[config.mk]
export PLATFORM = sky130hd
export DESIGN_NAME = button_count_pulser
export DESIGN_NICKNAME = d
export VERILOG_FILES = /design/src/rtl/button_count_pulser.sv
export SDC_FILE = /design/constraint.sdc
export NUM_CORES = 1
export LEC_CHECK = 0
export BUFFER_PORTS_ARGS = -buffer_cell sky130_fd_sc_hd__buf_2
export CAP_MARGIN = 20
export CORE_ASPECT_RATIO = 1.1
export CORE_UTILIZATION = 55
export CTS_CLUSTER_SIZE = 24
export DETAILED_ROUTE_END_ITERATION = 8
export GPL_TIMING_DRIVEN = 0
export PLACE_DENSITY = 0.78
export SYNTH_ARGS = -nofsm -noshare
export SYNTH_HDL_FRONTEND = slang
export SYNTH_SLANG_ARGS = --single-unit
export TNS_END_PERCENT = 10
[constraint.sdc]
create_clock -name i_clk -period 1.8 [get_ports i_clk]
set_input_delay 0.18 -clock i_clk [delete_from_list [all_inputs] [get_ports i_clk]]
set_output_delay 0.18 -clock i_clk [all_outputs]
set_load 0.05 [all_outputs]
[src/rtl/button_count_pulser.sv]
// Turns raw, bouncy up/down push-button levels into clean one-cycle count commands.
// Optional auto-repeat while a button is held: define AUTO_REPEAT_EN.
module button_count_pulser #(
  parameter int DEBOUNCE_CYCLES = 1_000_000,
  parameter int REPEAT_DELAY    = 50_000_000,
  parameter int REPEAT_PERIOD   = 10_000_000,
  parameter int CNT_W           = 27
) (
  input  logic i_clk,
  input  logic i_reset,
  input  logic i_btn_up,
  input  logic i_btn_dwn,
  output logic o_cnt_up,
  output logic o_cnt_dwn,
  output logic o_busy
);

  localparam logic [2:0] ST_IDLE    = 3'd0;
  localparam logic [2:0] ST_PRESS   = 3'd1;
  localparam logic [2:0] ST_HELD    = 3'd2;
  localparam logic [2:0] ST_RELEASE = 3'd4;
`ifdef AUTO_REPEAT_EN
  localparam logic [2:0] ST_REPEAT  = 3'd3;
`endif

  localparam logic DIR_UP  = 1'b0;
  localparam logic DIR_DWN = 1'b1;

  localparam logic [CNT_W-1:0] CNT_ZERO = {CNT_W{1'b0}};
  localparam logic [CNT_W-1:0] CNT_ONE  = {{(CNT_W-1){1'b0}}, 1'b1};
  localparam logic [CNT_W-1:0] DEB_LIM  = CNT_W'(DEBOUNCE_CYCLES);
`ifdef AUTO_REPEAT_EN
  localparam logic [CNT_W-1:0] DLY_LIM  = CNT_W'(REPEAT_DELAY);
  localparam logic [CNT_W-1:0] PER_LIM  = CNT_W'(REPEAT_PERIOD);
`endif

  // Increment that stops at the limit so the timer never wraps.
  function automatic logic [CNT_W-1:0] sat_inc(input logic [CNT_W-1:0] cnt,
                                               input logic [CNT_W-1:0] lim);
    logic [CNT_W-1:0] nxt;
    if (cnt < lim) begin
      nxt = cnt + CNT_ONE;
    end else begin
      nxt = cnt;
    end
    return nxt;
  endfunction

  logic [1:0]       sync1_q, sync1_d;
  logic [1:0]       sync2_q, sync2_d;
  logic [2:0]       state_q, state_d;
  logic             dir_q, dir_d;
  logic [CNT_W-1:0] timer_q, timer_d;
  logic             cnt_up_q, cnt_up_d;
  logic             cnt_dwn_q, cnt_dwn_d;
  logic             busy_q, busy_d;
`ifdef AUTO_REPEAT_EN
  logic             ret_rep_q, ret_rep_d;
`endif

  logic s_up, s_dwn, sel_s, opp_s, pulse_s;

  assign s_up  = sync2_q[0];
  assign s_dwn = sync2_q[1];
  assign sel_s = (dir_q == DIR_DWN) ? s_dwn : s_up;
  assign opp_s = (dir_q == DIR_DWN) ? s_up : s_dwn;

  // Two-stage synchroniser next state (bit 0 = up, bit 1 = down).
  always_comb begin
    sync1_d = {i_btn_dwn, i_btn_up};
    sync2_d = sync1_q;
  end

  // Debounce / repeat FSM next state.
  always_comb begin
    state_d = state_q;
    dir_d   = dir_q;
    timer_d = timer_q;
    pulse_s = 1'b0;
`ifdef AUTO_REPEAT_EN
    ret_rep_d = ret_rep_q;
`endif
    case (state_q)
      ST_IDLE: begin
        if (s_up ^ s_dwn) begin
          state_d = ST_PRESS;
          dir_d   = s_dwn ? DIR_DWN : DIR_UP;
          timer_d = CNT_ONE;
        end else begin
          state_d = ST_IDLE;
        end
      end
      ST_PRESS: begin
        if (!sel_s) begin
          state_d = ST_IDLE;
          timer_d = CNT_ZERO;
        end else if (timer_q == DEB_LIM) begin
          state_d = ST_HELD;
          pulse_s = 1'b1;
          timer_d = CNT_ONE;
        end else begin
          timer_d = sat_inc(timer_q, DEB_LIM);
        end
      end
      ST_HELD: begin
        if (!sel_s) begin
          state_d = ST_RELEASE;
          timer_d = CNT_ONE;
`ifdef AUTO_REPEAT_EN
          ret_rep_d = 1'b0;
        end else if (opp_s) begin
          timer_d = timer_q;
        end else if (timer_q == DLY_LIM) begin
          state_d = ST_REPEAT;
          pulse_s = 1'b1;
          timer_d = CNT_ONE;
        end else begin
          timer_d = sat_inc(timer_q, DLY_LIM);
        end
`else
        end else begin
          timer_d = timer_q;
        end
`endif
      end
`ifdef AUTO_REPEAT_EN
      ST_REPEAT: begin
        if (!sel_s) begin
          state_d   = ST_RELEASE;
          timer_d   = CNT_ONE;
          ret_rep_d = 1'b1;
        end else if (opp_s) begin
          timer_d = timer_q;
        end else if (timer_q == PER_LIM) begin
          pulse_s = 1'b1;
          timer_d = CNT_ONE;
        end else begin
          timer_d = sat_inc(timer_q, PER_LIM);
        end
      end
`endif
      ST_RELEASE: begin
        // A bounce back high restarts the interval of the state we came from.
        if (sel_s) begin
`ifdef AUTO_REPEAT_EN
          state_d = ret_rep_q ? ST_REPEAT : ST_HELD;
`else
          state_d = ST_HELD;
`endif
          timer_d = CNT_ONE;
        end else if (timer_q == DEB_LIM) begin
          state_d = ST_IDLE;
          timer_d = CNT_ZERO;
        end else begin
          timer_d = sat_inc(timer_q, DEB_LIM);
        end
      end
      default: begin
        state_d = ST_IDLE;
        dir_d   = DIR_UP;
        timer_d = CNT_ZERO;
      end
    endcase
  end

  // Registered outputs: pulses steered by the latched direction.
  always_comb begin
    cnt_up_d  = pulse_s && (dir_q == DIR_UP);
    cnt_dwn_d = pulse_s && (dir_q == DIR_DWN);
    busy_d    = (state_d != ST_IDLE);
  end

  // State registers with synchronous reset.
  always_ff @(posedge i_clk) begin
    if (i_reset) begin
      sync1_q   <= 2'b00;
      sync2_q   <= 2'b00;
      state_q   <= ST_IDLE;
      dir_q     <= DIR_UP;
      timer_q   <= CNT_ZERO;
      cnt_up_q  <= 1'b0;
      cnt_dwn_q <= 1'b0;
      busy_q    <= 1'b0;
`ifdef AUTO_REPEAT_EN
      ret_rep_q <= 1'b0;
`endif
    end else begin
      sync1_q   <= sync1_d;
      sync2_q   <= sync2_d;
      state_q   <= state_d;
      dir_q     <= dir_d;
      timer_q   <= timer_d;
      cnt_up_q  <= cnt_up_d;
      cnt_dwn_q <= cnt_dwn_d;
      busy_q    <= busy_d;
`ifdef AUTO_REPEAT_EN
      ret_rep_q <= ret_rep_d;
`endif
    end
  end

  assign o_cnt_up  = cnt_up_q;
  assign o_cnt_dwn = cnt_dwn_q;
  assign o_busy    = busy_q;

endmodule

# [After elaboration in Yosys (flattened, before gate mapping)]
# Index checks and enable logic that the tools add are counted.
[totals] regBits=38 out_inout_bits=3
[classes] add_sub_neg=1 order_cmp=1 n_eq_ne=6 mux=22 bitwise_logic=3 reduce_logical=7
[ops] op="27-bit two-way mux" n=7
[ops] op="27-bit one-hot mux with 4 select lines" n=1
[ops] op="27-bit by 1-bit adder with 27-bit output, second input constant" n=1
[ops] op="27-bit by 20-bit == test with 1-bit output, second input constant" n=1
[ops] op="27-bit by 20-bit < comparator with 1-bit output, second input constant" n=1
[ops] op="3-bit two-way mux" n=5
[ops] op="3-bit one-hot mux with 4 select lines" n=1
[ops] op="1-bit two-way mux" n=7
[ops] op="2-bit inequality test, second input constant" n=2
[ops] op="2-bit AND reduction" n=2
[ops] op="3-bit by 1-bit == test with 1-bit output, second input constant" n=1
[ops] op="3-bit by 2-bit == test with 1-bit output, second input constant" n=1
[ops] op="3-bit == test, second input constant" n=1
[ops] op="3-bit zero test" n=1
[ops] op="3-bit nonzero test" n=1
[ops] op="3-bit OR reduction" n=1
[ops] op="1-bit logical AND" n=2
[ops] op="1-bit NOT" n=2
[ops] op="1-bit one-hot mux with 2 select lines" n=1
[ops] op="1-bit XOR" n=1

# [Depth between registers and ports, before layout]
# Gate-level depths: netlist of the first run.
[logic_depth] depth_word=5 depth_mapped=8 ltp_nobuf=7

# [Worst setup path before layout of the first run]
# No wires, ideal clock.
[synth_path] path_kind="flip-flop to flip-flop" startpoint="register timer_q[10]" endpoint="register timer_q[7]" setup_time_ns=0.070 arrival_ns=1.824 slack_ns=-0.095 stages_incl_launch_ff=7 n_path_buf=1 cell_sequence="dfxtp_1 -> nor4_4 -> nand2_2 -> a221o_2 -> buf_6 -> or4_1 -> a21oi_1"
[synth_via] elab_chain_cells=5
[synth_lines] element="start: declaration" line_no="53" source="logic [CNT_W-1:0] timer_q, timer_d;"
[synth_lines] element="start signal: assignment" line_no="192" source="timer_q <= timer_d;"
[synth_lines] element="27-bit by 20-bit < comparator with 1-bit output" line_no="41" source="if (cnt < lim) begin"
[synth_lines] element="27-bit two-way mux"
[synth_lines] element="27-bit two-way mux (on tied branches)" line_no="151, 97"
[synth_lines] element="27-bit two-way mux (on tied branches)" line_no="144, 94"
[synth_lines] element="27-bit one-hot mux with 4 select lines *" line_no="83" source="case (state_q)"
# Every way passes the cells marked *; elsewhere a longest branch is shown, timed or not.
# A chain may end at the register's enable or synchronous reset.

# [Final worst setup path of the first run]
[layout_path] startpoint="register timer_q[11]" endpoint="register timer_q[5]"
# The elaborated chain is that of the path after synthesis.

==> metrics.txt, run 1 <==
top cell type's share of synthesized area 0.3928; Worst setup SP type register; H-Tree Depth 2; hold_buf cts 0; die height roughly 64 µm; Tmin final 2.051 ns; Final ANT Viol Nets 0; Seq/Total Area, Yosys 0.3928; Hold Crit Start i_btn_dwn; io pins 7; cell taking the most area after synthesis dfxtp_1; first-pass GRT wire length about 8 mm; core area 3358 µm²; PwrDens 690.8 nW/µm²; largest net degree at the start of global routing 14; drc violations 0; Mapped Cells between 200 and 250; vias in the first global route roughly 1.7k; fin. max-slew vios 0; R2R Setup Slk -0.25 ns; clock latency reported for the late side of the worst-skew pair 0.36 ns; clk buf depth 2; Congestion Overflow GR 0; Area contributors post-synth dfxtp_1, o31ai_1, or4_1, a21oi_1, nand4_1; most common cell after layout, fill and taps aside dfxtp_1; Post-synth EDFFs 0; TritonCTS Buffers 5; placed instance count 278; Max-Cap Viols 0; leakage 0.8711 nW; Vias 1,984; Worst R2R Start timer_q[11]$_SDFFE_PP0P_; 1st-iter DRT viols 190; Synth-to-Final Area Change 33.33%; Nets 257; unrepaired setup endpoints after global routing true; via/cell ratio 6.613; R2R cell count 6; clock sinks 38; total track usage 0.2730; CTS Root Cell clkbuf_4; routed len/inst between 15 and 20 µm; synth warn 0; fmax 487.5 MHz; maximum vdd drop approximately 480 µV; Final WS setup -0.2512 ns; Initial Utilization 0.5768; critical path class reg -> reg; Arr. time, crit path 2.36 ns; Post-synth ARST share 0; syn_nets 230; Worst-Margin Slew 0.5801 ns; skew final around 0.012 ns; die width 58.58 µm; Hold Crit Class in -> reg; Rel. slew slack 0.6133; period utilization 1.140; Hold Vio Cnt, Final 0; dpl hpwl 2.897 mm; reg2reg end timer_q[5]$_SDFFE_PP0P_; Die ar. 3763 µm²; final core occ 0.7690; # rows 22; status complete, but fails checks; Placer Congestion between 0.8 and 0.9; Critical Path RT about 2.1 ns; DR pass1 iterations 4; Avg Synthesized Cell Area between 8 and 9 µm²; number of synthesized register bits 38; synthesized cell area 1937 µm²; Worst setup EP type register; failing checks negative setup slack; endpoints failing setup 30; diode count 0; initial antenna violation count 0; non-filler instance count after layout 300; Netlist cell types 45; layout cell share with drive strength beyond 1 0.3770; PortBufs 6; Reg clk slew, reported paths 0.13 ns; CTS tree done; hold_ws 0.03891 ns; Worst Hold Path Cells 2; most frequent cells in the layout dfxtp_1, a21oi_1, o31ai_2, or4_1, buf_4; CP max FO 6; Main synth FF type dfxtp_1; Routed WL between 5 and 6 mm; Min-Delay Endpoint sync1_q[1]$_SDFF_PP0_
## sequential cells by signal (all words and copies together), names as in the netlist
register	cells
o_busy	1
sync1_q	2
o_cnt_dwn	1
timer_q	27
dir_q	1
o_cnt_up	1
state_q	3
sync2_q	2
## how the worst max path moves through the flow
stage	from	end	slack [ns]	cells past startpoint
3_3_place_gp	state_q[1]$_SDFF_PP0_	timer_q[1]$_SDFFE_PP0P_	-0.38	7
5_1_grt	timer_q[11]$_SDFFE_PP0P_	timer_q[5]$_SDFFE_PP0P_	-0.30	6
2_1_floorplan	timer_q[17]$_SDFFE_PP0P_	timer_q[6]$_SDFFE_PP0P_	-0.04	7
3_5_place_dp	state_q[1]$_SDFF_PP0_	timer_q[9]$_SDFFE_PP0P_	-0.42	7
4_1_cts	timer_q[10]$_SDFFE_PP0P_	timer_q[9]$_SDFFE_PP0P_	-0.20	7
6_report	timer_q[11]$_SDFFE_PP0P_	timer_q[5]$_SDFFE_PP0P_	-0.25	6
## report_power, final
part / total (W) / switching (W) / internal, W
registers: 0.000863 / 0.0000133 / 0.000850
clock network: 0.000752 / 0.000317 / 0.000434
logic: 0.000170 / 0.000104 / 0.0000653
## stage by stage
stage               TNS [ns]  worst slack [ns]  cell area, µm²   power, W
detailed placement    -9.797           -0.4156            2029  0.0009932
finish                -4.356           -0.2512            2582   0.001784
floorplan            -0.3266          -0.03776            1939  0.0009602
CTS                   -4.326           -0.1968            2318   0.001753
global route          -7.255           -0.3040            2582   0.001849
global placement      -9.209           -0.3842            2029  0.0009915
## layer usage
layer  vias to the layer above  track usage  share of wire
met3                        19      0.06275          0.054
li1                        927            -              -
met5                         -            0              0
met1                       970       0.3630           0.43
met4                         0      0.08333          0.023
met2                        68       0.4353           0.50
## layout make-up
cell class,count,area (µm²)
plain buffers,12,110.1
multi-input cells,168,1358
flip-flops and latches,38,778.2
clock inverters,3,68.82
repair buffers,21,151.4
well taps,48,60.06
fillers,213,775.7
clock buffers,5,37.54
inverters,5,18.77
## synthesized netlist by cell type (all sizes together) (2+ instances only)
library cell  number
dfxtp             38
o31ai             16
nor4               7
o21bai             2
nor3               3
nor2b              7
o31a               2
nor3b              2
nor2               9
mux2i              2
a21oi             22
nand3             11
buf                6
o21ai              5
or3                3
nand2              9
nand4             10
nand2b             3
and2               9
inv                5
or4               15
o21a               4
ha                 2
o211ai             3
clkbuf             8
and3               7
## what timing repair did
item / CTS / global route
gates resized for setup: 25 / 63
setup endpoints to repair: 29 / 32
pin swaps: 8 / 24
buffers inserted: 9 / 4
gates cloned: 2 / 1
## cell families after synthesis
logic type / share of synthesized area
DFF: 0.3928
AOI/OAI and AO/OA: 0.2164
adders and majority gates: 0.01292
xor gates and xnor gates: 0.004523
buffers and inverters: 0.04522
and+or+nand+nor: 0.3120
muxes: 0.01615
## critical path: stages, from the launching register on
cell and delay, ns:
dfxtp_4 0.38, nor4_4 0.31, nand2_2 0.13, a221o_2 0.43, buf_6 0.16, or4_1 0.43
a21oi_2 0.16
No activity file was read; power rests on OpenSTA's default activity.
==> run 2: changes to the inputs <==
CORE_MARGIN = 2   (was unset)
==> run 2 against run 1 <==
Effect of this change:
- non-clock buffer count decreased by 3
- global-route usage shrank 0.81 points
- worst setup slack better by 0.025 ns
- the flow still finishes with violations (negative setup slack)
- via count fell by 4.3%
- sequential share of layout area up 1.6 points
- critical endpoint is now timer_q[10]$_SDFFE_PP0P_
==> metrics.txt, run 2 (same netlist as run 1, synthesis figures left out) <==
Post-Place Setup Slack -0.4150 ns; Placer Congestion 0.8341; Largest Register timer_q; layout cell share with drive strength beyond 1 0.3266; die width 60.58 µm; leakage 0.8325 nW; CP max FO 7; share of power burned in combinational logic 0.095; multi-input gate area in the final layout 1267 µm²; clock latency reported for the late side of the worst-skew pair 0.36 ns; diode count 0; 1st-iter DRT viols 175; core area 3358 µm²; CTS tree done; fmax 493.6 MHz; critical path class reg -> reg; R2R cell count 6; FF+latch area 785.8 µm²; Worst setup SP type register; non-filler instance count after layout slightly below 300; Worst-Margin Slew 0.5376 ns; Congestion Overflow GR 0; switch share 0.2341; worst setup path endpoint timer_q[10]$_SDFFE_PP0P_; clk buf depth 2; internal power 0.001350 W; PortBufs 6; placed instance count around 280; reg2reg end timer_q[10]$_SDFFE_PP0P_; clock sinks 38; Routed WL between 5 and 6 mm; fin. max-slew vios 0; vias in the first global route 1,722; die height 66.24 µm; Tmin final approximately 2.0 ns; Worst setup EP type register; Reg power frac 0.489; io pins 7; R2R Setup Slk -0.23 ns; maximum vdd drop 487.9 µV; initial antenna violation count 0; drc violations 0; CP max-delay cell or4_4; endpoints failing setup 28; unrepaired setup endpoints after global routing true; Final Cell Area 2475 µm²; Final ANT Viol Nets 0; status complete, but fails checks; Max-Cap Viols 0; switching pwr between 0.0004 and 0.0005 W; largest net degree at the start of global routing 14; via/cell ratio roughly 6.4; Rel. slew slack 0.6416; Synth-to-Final Area Change 27.78%; first-pass GRT wire length 8.024 mm; period utilization 1.125; Worst R2R Start timer_q[11]$_SDFFE_PP0P_; Initial Utilization 0.5768; max FFs per register 27; Reg clk slew, reported paths 0.11 ns; TritonCTS Buffers 5; most frequent cells in the layout dfxtp_1, a21oi_1, or4_1; CP peak stage delay 0.47 ns; fill count 242; skew final ~0.014 ns; H-Tree Depth 2; CTS Root Cell clkbuf_4; Vias 1,899; clock power share 0.416; routed len/inst 16.95 µm; most common cell after layout, fill and taps aside dfxtp_1; failing checks negative setup slack; Arr. time, crit path 2.32 ns; CP cell instances nor4_4 -> nand2_2 -> a221o_2 -> buf_6 -> or4_4 -> a21oi_2; # rows 22; Nets between 200 and 300; DR pass1 iterations 7; Largest regs timer_q: 27 flops, state_q: 3 flops; Hold Crit Class in -> reg; CP startpoint timer_q[11]$_SDFFE_PP0P_; total track usage 0.2650; Final WS setup -0.2257 ns; Critical Path RT 2.09 ns; hold_ws roughly 0.035 ns; Hold Vio Cnt, Final 0; PwrDens 712.3 nW/µm²; Post-DP Area 2029 µm²; Die ar. 4013 µm²; dpl hpwl 2.975 mm
==> run 2: cell type report <==
| type | instances | share of cell area |
|---|---|---|
| repair buffers | 17 | 0.04853 |
| multi-input cells | 167 | 0.5121 |
| inverters | 5 | 0.007583 |
| clock buffers | 5 | 0.01517 |
| well taps | 48 | 0.02427 |
| flip-flops and latches | 38 | 0.3175 |
| clock inverters | 3 | 0.02781 |
| plain buffers | 13 | 0.04702 |
==> run 2: routing by layer <==
layer  GRT usage  wire [µm]  vias up
li1            -          -      912
met1      0.3437       2158      911
met2      0.4099       2460       62
met3     0.06654        257       14
met4      0.1141        140        0
met5           0          0        -
==> run 2: worst min-delay path by stage <==
stage / from / endpoint / slack [ns] / depth (start not counted)
2_1_floorplan: i_reset / state_q[0]$_SDFF_PP0_ / 0.26 / 1
3_3_place_gp: i_btn_up / sync1_q[0]$_SDFF_PP0_ / 0.39 / 2
3_5_place_dp: i_btn_dwn / sync1_q[1]$_SDFF_PP0_ / 0.40 / 2
4_1_cts: i_btn_dwn / sync1_q[1]$_SDFF_PP0_ / 0.03 / 2
5_1_grt: i_btn_dwn / sync1_q[1]$_SDFF_PP0_ / 0.02 / 2
6_report: i_btn_dwn / sync1_q[1]$_SDFF_PP0_ / 0.03 / 2
==> run 2: power groups by stage <==
stage | clock network, W | logic, W | registers, W
floorplan | 0 | 0.0000783 | 0.000882
global route | 0.000786 | 0.000177 | 0.000864
CTS | 0.000744 | 0.000146 | 0.000862
detailed placement | 0 | 0.000112 | 0.000879
finish | 0.000734 | 0.000167 | 0.000862
global placement | 0 | 0.000112 | 0.000879
==> run 2: what timing repair did <==
action                                  in CTS  in global routing
hold buffers                                 0                  0
resized for setup                           42                 30
endpoints found under the hold margin        0                  0
setup buffers                                8                  3
pin swaps                                   21                 20
endpoints found under the setup margin      29                 32
==> run 2: critical path, delay by kind of cell (launching register included) <==
family / cells / cell delay (ns)
compound gates: 2 / 0.55
buf+inv: 1 / 0.16
simple gates: 3 / 0.87
flops: 1 / 0.38
==> run 2: through the flow <==
step                       power, W  setup TNS, ns  utilization
after floorplan           0.0009602        -0.3266            -
after global placement    0.0009913         -9.375       0.6043
after detailed placement  0.0009917         -9.579       0.6043
after CTS                  0.001753         -3.047       0.7008
after global routing       0.001827         -6.353       0.7370
final                      0.001763         -3.356       0.7370
==> run 3: changes to the inputs <==
CTS_BUF_LIST = sky130_fd_sc_hd__clkbuf_8 sky130_fd_sc_hd__clkbuf_16   (was unset)
PLACE_DENSITY = 0.76   (was 0.78)
TNS_END_PERCENT = unset   (was 10)
==> run 3 against run 2 <==
Effect of this change:
- the run still ends with negative setup slack left
- register-to-register slack worse by 0.04 ns
- critical path depth is 1 higher
- fmax is 2.0% lower
- die area stayed put
- sequential cell count stayed put
- sequential share of layout area is 3.6 points lower
- core utilization is 8.4 points higher
- power is 12% higher
- largest power group is now clock
- via count is 6.7% higher
==> metrics.txt, run 3 (same netlist as run 1, synthesis figures left out) <==
clock latency reported for the late side of the worst-skew pair ~0.3 ns; CTS tree done; Nets 259; # rows 22; die height 66.24 µm; critical path class reg -> reg; Tmin final 2.066 ns; H-Tree Depth 2; placed instance count 278; clock sinks 38; initial antenna violation count 0; Vias 2,026; drc violations 0; Max-Cap Viols 0; non-filler instance count after layout 302; Worst-Margin Slew about 0.73 ns; TNS Setup -5.841 ns; Placer Congestion about 0.85; fmax 484.0 MHz; Initial Utilization 0.5768; CP max FO 10; fin. max-slew vios 0; routed len/inst 20.11 µm; first-pass GRT wire length 8.983 mm; Largest Register timer_q; vias in the first global route 1,870; Post-Place Setup Slack -0.3803 ns; period utilization 1.148; most common cell after layout, fill and taps aside dfxtp_1; die width 60.58 µm; Hold Vio Cnt, Final 0; Worst setup EP type register; largest net degree at the start of global routing 13; Largest regs timer_q: 27 flops, state_q: 3 flops; status complete, but fails checks; Worst setup SP type register; layout cell share with drive strength beyond 1 0.4134; io pins 7; clk buf depth 2; 1st-iter DRT viols around 180; Hold Crit Class in -> reg; Critical Path RT roughly 2 ns; unrepaired setup endpoints after global routing true; Arr. time, crit path 2.24 ns; skew final 0.004016 ns; Die ar. 4013 µm²; diode count 0; Routed WL 6.072 mm; Final ANT Viol Nets 0; PortBufs 6; Congestion Overflow GR 0; DR pass1 iterations 4; failing checks negative setup slack; PwrDens 714.4 nW/µm²; most frequent cells in the layout dfxtp_1, a21oi_1, or4_1; post-layout total power approximately 0.0020 W; dpl hpwl approximately 2.9 mm; total track usage 0.2958; endpoints failing setup 31; TritonCTS Buffers 5; max FFs per register 27; CTS Root Cell clkbuf_8; Rel. slew slack 0.5146; core area 3358 µm²; maximum vdd drop roughly 690 µV; Final WS setup -0.2661 ns; Synth-to-Final Area Change 42.38%; via/cell ratio roughly 6.7; leakage between 0.9 and 1 nW; Reg clk slew, reported paths 0.08 ns
==> run 3: final timing paths <==
check | slack, ns | to | cells after the start | from
max reg2reg | -0.27 | timer_q[14]$_SDFFE_PP0P_ | 7 | timer_q[10]$_SDFFE_PP0P_
max | -0.27 | timer_q[14]$_SDFFE_PP0P_ | 7 | timer_q[10]$_SDFFE_PP0P_
min | 0.1 | sync1_q[0]$_SDFF_PP0_ | 2 | i_btn_up
min reg2reg | 0.44 | sync2_q[0]$_SDFF_PP0_ | 1 | sync1_q[0]$_SDFF_PP0_
==> run 3: routing by layer <==
metal	vias up	track usage	wire [µm]
met5	-	0	0
met4	0	0.09239	196
met3	24	0.06067	397
met2	95	0.4852	3072
met1	977	0.3836	2406
li1	930	-	-
==> run 3: final cells by class <==
type / count / area (µm²)
buffer: 12 / 130.1
sequential: 38 / 775.7
multi-input combinational: 169 / 1448
tap: 48 / 60.06
clock buffer: 6 / 82.58
fill: 197 / 600.6
timing repair buffer: 22 / 182.7
inverter: 5 / 18.77
clock inverter: 2 / 60.06
==> run 3: per-stage QoR <==
| stage | util | hold slack (ns) | instance area, µm² |
|---|---|---|---|
| finish | 0.8212 | 0.09609 | 2758 |
| global route | 0.8212 | 0.09329 | 2758 |
| CTS | 0.7522 | 0.09597 | 2526 |
| detailed placement | 0.6069 | 0.4016 | 2038 |
| global placement | 0.6069 | 0.3903 | 2038 |
| floorplan | - | 0.2573 | 1948 |
==> run 3: power by group <==
part	switching [W]	leakage, nW	total [W]	internal [W]
registers	0.0000119	0.313	0.000862	0.000850
logic	0.000123	0.542	0.000203	0.0000806
clock network	0.000313	0.0714	0.000904	0.000591
==> run 3: critical path, stage by stage (launching register included) <==
cell and delay, ns:
dfxtp_4 0.36, nor4_4 0.35, nand2_2 0.13, a221o_2 0.43, buf_6 0.18, buf_12 0.16, o31ai_4 0.23, a21oi_1 0.11
==> run 3: what timing repair did <==
item / in CTS / in global routing
gates resized for setup: 52 / 47
hold buffers: 0 / 0
endpoints found under the setup margin: 29 / 32
pin swaps: 31 / 14
buffers inserted: 11 / 1
cloned: 5 / 1
